`src/rtl/seq_div_core.sv`:
```
// Restoring shift-subtract divider: one quotient bit per clock, signed or unsigned operands,
// with a single start/done handshake and results held until the next completion.
module seq_div_core #(
  parameter int WIDTH = 8
) (
  input  logic             clk_i,
  input  logic             rst_i,
  input  logic             start_i,
  input  logic             signed_i,
  input  logic [WIDTH-1:0] dividend_i,
  input  logic [WIDTH-1:0] divisor_i,
  output logic             busy_o,
  output logic             done_o,
  output logic [WIDTH-1:0] quotient_o,
  output logic [WIDTH-1:0] remainder_o,
  output logic             div_zero_o
);

  localparam int CW = $clog2(WIDTH + 1);
  localparam logic [CW-1:0] CNT_INIT = CW'(WIDTH);

  typedef enum logic [1:0] {IDLE, CALC, DONE} state_t;

  state_t          state;
  logic [CW-1:0]   count;
  logic [WIDTH-1:0] rem;
  logic [WIDTH-1:0] dvd;
  logic [WIDTH-1:0] dsr;
  logic            neg_q;
  logic            neg_r;

  logic             dividend_neg;
  logic             divisor_neg;
  logic [WIDTH-1:0] dividend_mag;
  logic [WIDTH-1:0] divisor_mag;
  logic [WIDTH:0]   shifted;
  logic [WIDTH:0]   trial;
  logic             q_bit;
  logic [WIDTH-1:0] rem_next;
  logic [WIDTH-1:0] dvd_next;
  logic [WIDTH-1:0] quot_final;
  logic [WIDTH-1:0] rem_final;

  // The kept partial remainder is always below the divisor magnitude, so only the shifted
  // value needs the extra top bit; the register itself stays WIDTH bits wide.
  always_comb begin
    dividend_neg = signed_i & dividend_i[WIDTH-1];
    divisor_neg  = signed_i & divisor_i[WIDTH-1];
    dividend_mag = dividend_neg ? -dividend_i : dividend_i;
    divisor_mag  = divisor_neg ? -divisor_i : divisor_i;
    shifted      = {rem, dvd[WIDTH-1]};
    trial        = shifted - {1'b0, dsr};
    q_bit        = ~trial[WIDTH];
    rem_next     = q_bit ? trial[WIDTH-1:0] : shifted[WIDTH-1:0];
    dvd_next     = {dvd[WIDTH-2:0], q_bit};
    quot_final   = neg_q ? -dvd_next : dvd_next;
    rem_final    = neg_r ? -rem_next : rem_next;
  end

  always_ff @(posedge clk_i or posedge rst_i) begin
    if (rst_i) begin
      state       <= IDLE;
      count       <= '0;
      rem         <= '0;
      dvd         <= '0;
      dsr         <= '0;
      neg_q       <= 1'b0;
      neg_r       <= 1'b0;
      busy_o      <= 1'b0;
      done_o      <= 1'b0;
      quotient_o  <= '0;
      remainder_o <= '0;
      div_zero_o  <= 1'b0;
    end else begin
      case (state)
        IDLE: begin
          if (start_i) begin
            busy_o <= 1'b1;
            if (divisor_i == '0) begin
              quotient_o  <= '1;
              remainder_o <= dividend_i;
              div_zero_o  <= 1'b1;
              done_o      <= 1'b1;
              state       <= DONE;
            end else begin
              neg_q <= dividend_neg ^ divisor_neg;
              neg_r <= dividend_neg;
              dvd   <= dividend_mag;
              dsr   <= divisor_mag;
              rem   <= '0;
              count <= CNT_INIT;
              state <= CALC;
            end
          end
        end
        CALC: begin
          rem   <= rem_next;
          dvd   <= dvd_next;
          count <= count - CW'(1);
          // Final bit lands this edge, so the outputs take the sign-corrected next values.
          if (count == CW'(1)) begin
            quotient_o  <= quot_final;
            remainder_o <= rem_final;
            div_zero_o  <= 1'b0;
            done_o      <= 1'b1;
            state       <= DONE;
          end
        end
        DONE: begin
          busy_o <= 1'b0;
          done_o <= 1'b0;
          state  <= IDLE;
        end
        default: begin
          busy_o <= 1'b0;
          done_o <= 1'b0;
          state  <= IDLE;
        end
      endcase
    end
  end

endmodule
```
`config.mk`:
```
export PLATFORM = sky130hd
export DESIGN_NAME = seq_div_core
export DESIGN_NICKNAME = d
export VERILOG_FILES = /design/src/rtl/seq_div_core.sv
export SDC_FILE = /design/constraint.sdc
export NUM_CORES = 1
export LEC_CHECK = 0
export CAP_MARGIN = 20
export CORE_MARGIN = 3
export CORE_UTILIZATION = 50
export DETAILED_ROUTE_END_ITERATION = 6
export PLACE_DENSITY = 0.73
export SYNTH_ARGS = -nofsm -noshare
export SYNTH_HDL_FRONTEND = slang
export SYNTH_SLANG_ARGS = --single-unit
```
`constraint.sdc`:
```
create_clock -name clk_i -period 4.4 [get_ports clk_i]
set_input_delay 1.1 -clock clk_i [delete_from_list [all_inputs] [get_ports clk_i]]
set_output_delay 1.1 -clock clk_i [all_outputs]
set_load 0.01 [all_outputs]
```
==> results by group <==
Timing
  – Final clock skew: 8.07 ps
  – Transition time at the pin with the least slew margin: between 700 and 800 ps
  – Final number of hold-violating endpoints: 0
  – Total setup violations reported at the end of the flow: 0
  – Final critical delay including setup and external delays: roughly 3700 ps
  – Ratio of final minimum period to clock period: a little over four fifths
  – Max frequency: 272 MHz
  – Slew headroom: approximately half
  – Max Transition Viols Final: 0
  – Setup_tns: 0 ps
  – Setup repair after global routing missed its margin: no

Routing
  – Detailed-routing iteration count for the pre-antenna-repair pass: 4
  – Detailed Route Iter0 Violations: between 150 and 200
  – Number of nets with antenna violations after detailed routing: 0
  – Via count: 2801
  – Total detailed-routing wirelength: between 7 and 8 mm
  – Post-route DRC: 0
  – Average wire per cell in the routed design: ~16 um
  – Number of vias per cell: 5.65

Global routing
  – Largest net degree at the start of global routing: between 50 and 60
  – Grt total ovfl: 0
  – Aggregate global-route resource usage: 22.0%
  – Global-route wire length before repair: roughly 13 mm
  – Via count of the first global-routing pass: about 2.7k
  – Initial antenna violation count: 0

Logic synthesis
  – Combined area of all synthesized cells: about 3300 sq um
  – Seq cells post-synth: a little over 50
  – List of most frequent post-synthesis cells: dfrtp_1, nand2_1, nor2_1, o21ai_0, inv_1
  – Syn Inst Count: 387
  – Share of flip-flops with an asynchronous set or reset: 100%
  – Number of synthesized flops with an enable pin: 0
  – Syn Area/Cell: roughly 8.5 sq um
  – Portion of the post-synthesis area used by sequential elements: a little under 40%
  – Most numerous cell in the Yosys netlist: dfrtp_1
  – Post-synthesis net count: ~420
  – Largest area contributor in the synthesized netlist: dfrtp_1
  – Synth warnings: 0
  – Library cells used by synthesis: between 50 and 60
  – Top cells by area in the synthesized netlist: dfrtp_1, nand2_1, ha_1, o21ai_0, a21oi_1
  – Synth top area share: about 39%
  – Dominant synthesized flop cell: dfrtp_1

Critical path
  – R2R cell count: 14
  – Origin of the worst setup path: dvd[7]$_DFFE_PP0P_
  – Sort of element at the end of the critical path: flip-flop
  – Required @ worst endpoint: between 4000 and 5000 ps
  – R2r setup slk: about 720 ps
  – Maximum fanout along the worst path: 6
  – Startpoint class of the critical path: flip-flop
  – Data arrival, critical path: approximately 4000 ps
  – Worst setup path category: reg2reg
  – Beginning of the worst register-to-register path: dvd[7]$_DFFE_PP0P_
  – Worst r2r dst: remainder_o[4]$_DFFE_PP0P_

Pwr
  – Power density relative to cell area: about 830 nW/um^2
  – Leak Pwr: about 1.7 nW
  – Worst VDD drop: about 0.55 mV
  – Clock network fraction of design power: between 8 and 9%
  – Register share of total power: 28.6%
  – Design internal power: about 0.0017 W
  – Combinational Power Share: between 60% and 70%
  – Net Sw Power: ~0.0015 W
  – Net switching share of the total power: between 40% and 50%

Die
  – I/O pin cnt: 39
  – Die Width: 87.2 um
  – Cell row count: 28
  – Total Die Area: between 7000 and 8000 sq um
  – Die Y: approximately 87 um
  – Core area: around 6000 sq um
  – Starting utilization of the core area: between 50% and 60%

Clock network
  – Max H-tree Level: 2
  – Buffers from clock root to sink, at most: 2
  – Clock tree from TritonCTS: done
  – Post CTS Setup Buffer Count: 0
  – Clock Latency Late Sink: around 310 ps
  – Number of cells upsized or downsized after cts: 0
  – Clock-pin slew on the worst setup and hold paths: 100 ps
  – TritonCTS buffer count: 5
  – Hold-fix buffers at CTS: 0
  – Library cell used as clock root buffer: clkbuf_8
  – Num Clock Sinks: slightly above 50

Place
  – Routability cong.: 0.856
  – Number of buffer cells added on primary ports: 38
  – HPWL after detailed placement: roughly 5.7 mm
  – Area of placed instances: approximately 3700 sq um

Layout
  – Area growth from synthesis to layout: 16.0%
  – Total Nets Final: around 460
  – N_diodes: 0
  – Layout cell share with drive strength beyond 1: under 10%
  – Final standard cell area without fillers: ~3800 sq um
  – Number of filler cells placed in the layout: 513

Outcome
  – Result of the run: complete, no violations

Worst hold path
  – Beginning of the worst hold path: dsr[1]$_DFFE_PP0P_
  – End point of the most critical hold path: dsr[1]$_DFFE_PP0P_
  – Path type of the worst min-delay path: reg2reg
  – Worst hold path depth: 2

Flow run
  – Number of max-cap violations: 0
[stage by stage]
step | hold slack (ps) | total power [W] | utilization, % | setup WS (ps) | std cells
2_1_floorplan | 450 | 0.00237 | - | 1050 | 387
3_3_place_gp | 464 | 0.00285 | 60.5 | 635 | 487
3_5_place_dp | 479 | 0.00290 | 60.5 | 550 | 487
4_1_cts | 500 | 0.00318 | 62.0 | 775 | 495
5_1_grt | 548 | 0.00350 | 62.3 | 505 | 496
6_report | 493 | 0.00318 | 62.3 | 724 | 496
[flip-flops by register name, indices dropped and copies added (netlist names), 2 cells and up]
signal and flops:
remainder_o 8, dsr 8, count 4, rem 8, dvd 8, state 2
quotient_o 8
[power by group through the flow]
| stage | Sequential, W | Combinational (W) | Clock, W |
|---|---|---|---|
| final | 0.000910 | 0.00200 | 0.000277 |
| after global routing | 0.000948 | 0.00226 | 0.000300 |
| after CTS | 0.000908 | 0.00199 | 0.000284 |
| after detailed placement | 0.000917 | 0.00198 | 0 |
| after global placement | 0.000910 | 0.00194 | 0 |
| after floorplan | 0.000880 | 0.00149 | 0 |
[worst max path at each step]
stage	cells after the start	end	slack, ps
floorplan	16	remainder_o[6]$_DFFE_PP0P_	1050
global placement	11	remainder_o[5]$_DFFE_PP0P_	630
detailed placement	11	remainder_o[5]$_DFFE_PP0P_	550
CTS	14	remainder_o[4]$_DFFE_PP0P_	780
global route	14	remainder_o[4]$_DFFE_PP0P_	500
finish	14	remainder_o[4]$_DFFE_PP0P_	720
[per-layer routing]
layer,global-route usage (%),share of wire [%],up-vias,wire [um]
met4,4.46,0.52,0,40
met1,32.5,49,1325,3780
met2,34.4,46,65,3520
met5,0,0,-,0
li1,-,-,1407,-
met3,3.50,4.8,4,369
[kinds of logic (layout without fill, tap and decap cells)]
logic type | Yosys count | in the layout | share of synthesized area, %
fa+ha+maj | 15 | 15 | 5.93
compound gates | 103 | 103 | 19.5
flops | 51 | 51 | 38.8
xor+xnor | 27 | 27 | 7.18
mux | 10 | 10 | 3.08
simple gates | 133 | 133 | 19.5
buf+inv | 48 | 82 | 6.04
[critical path, cell delays in order, from the launching register on]
cell	delay [ps]
dfrtp_1	460
inv_1	80
ha_1	160
inv_1	60
fa_1	400
a21o_1	200
a32o_2	300
a211oi_2	480
mux2i_1	360
ha_1	280
nand2_1	100
o21ai_0	260
xor2_1	110
a21o_1	200
a21oi_1	150
[layout make-up]
class                           count  area (sq um)  area share [%]
Sequential cell                    51          1280            33.4
Timing Repair Buffer               42           423            11.1
Tap cell                           75          93.8            2.46
Clock inverter                      3          18.8           0.491
Multi-Input combinational cell    288          1820            47.6
Clock buffer                        5          68.8            1.80
Inverter                           32           120            3.15
[layout by cell type, fill, tap and decap left out, types with 9 or more instances in the layout]
cell              n
a21oi_1          31
clkdlybuf4s50_1  38
dfrtp_1          51
ha_1             14
inv_1            31
mux2i_1           9
nand2_1          47
nor2_1           39
nor3_1           10
o21ai_0          34
xnor2_1          15
xor2_1           12
Note: power is estimated with default switching activity, not from simulation.
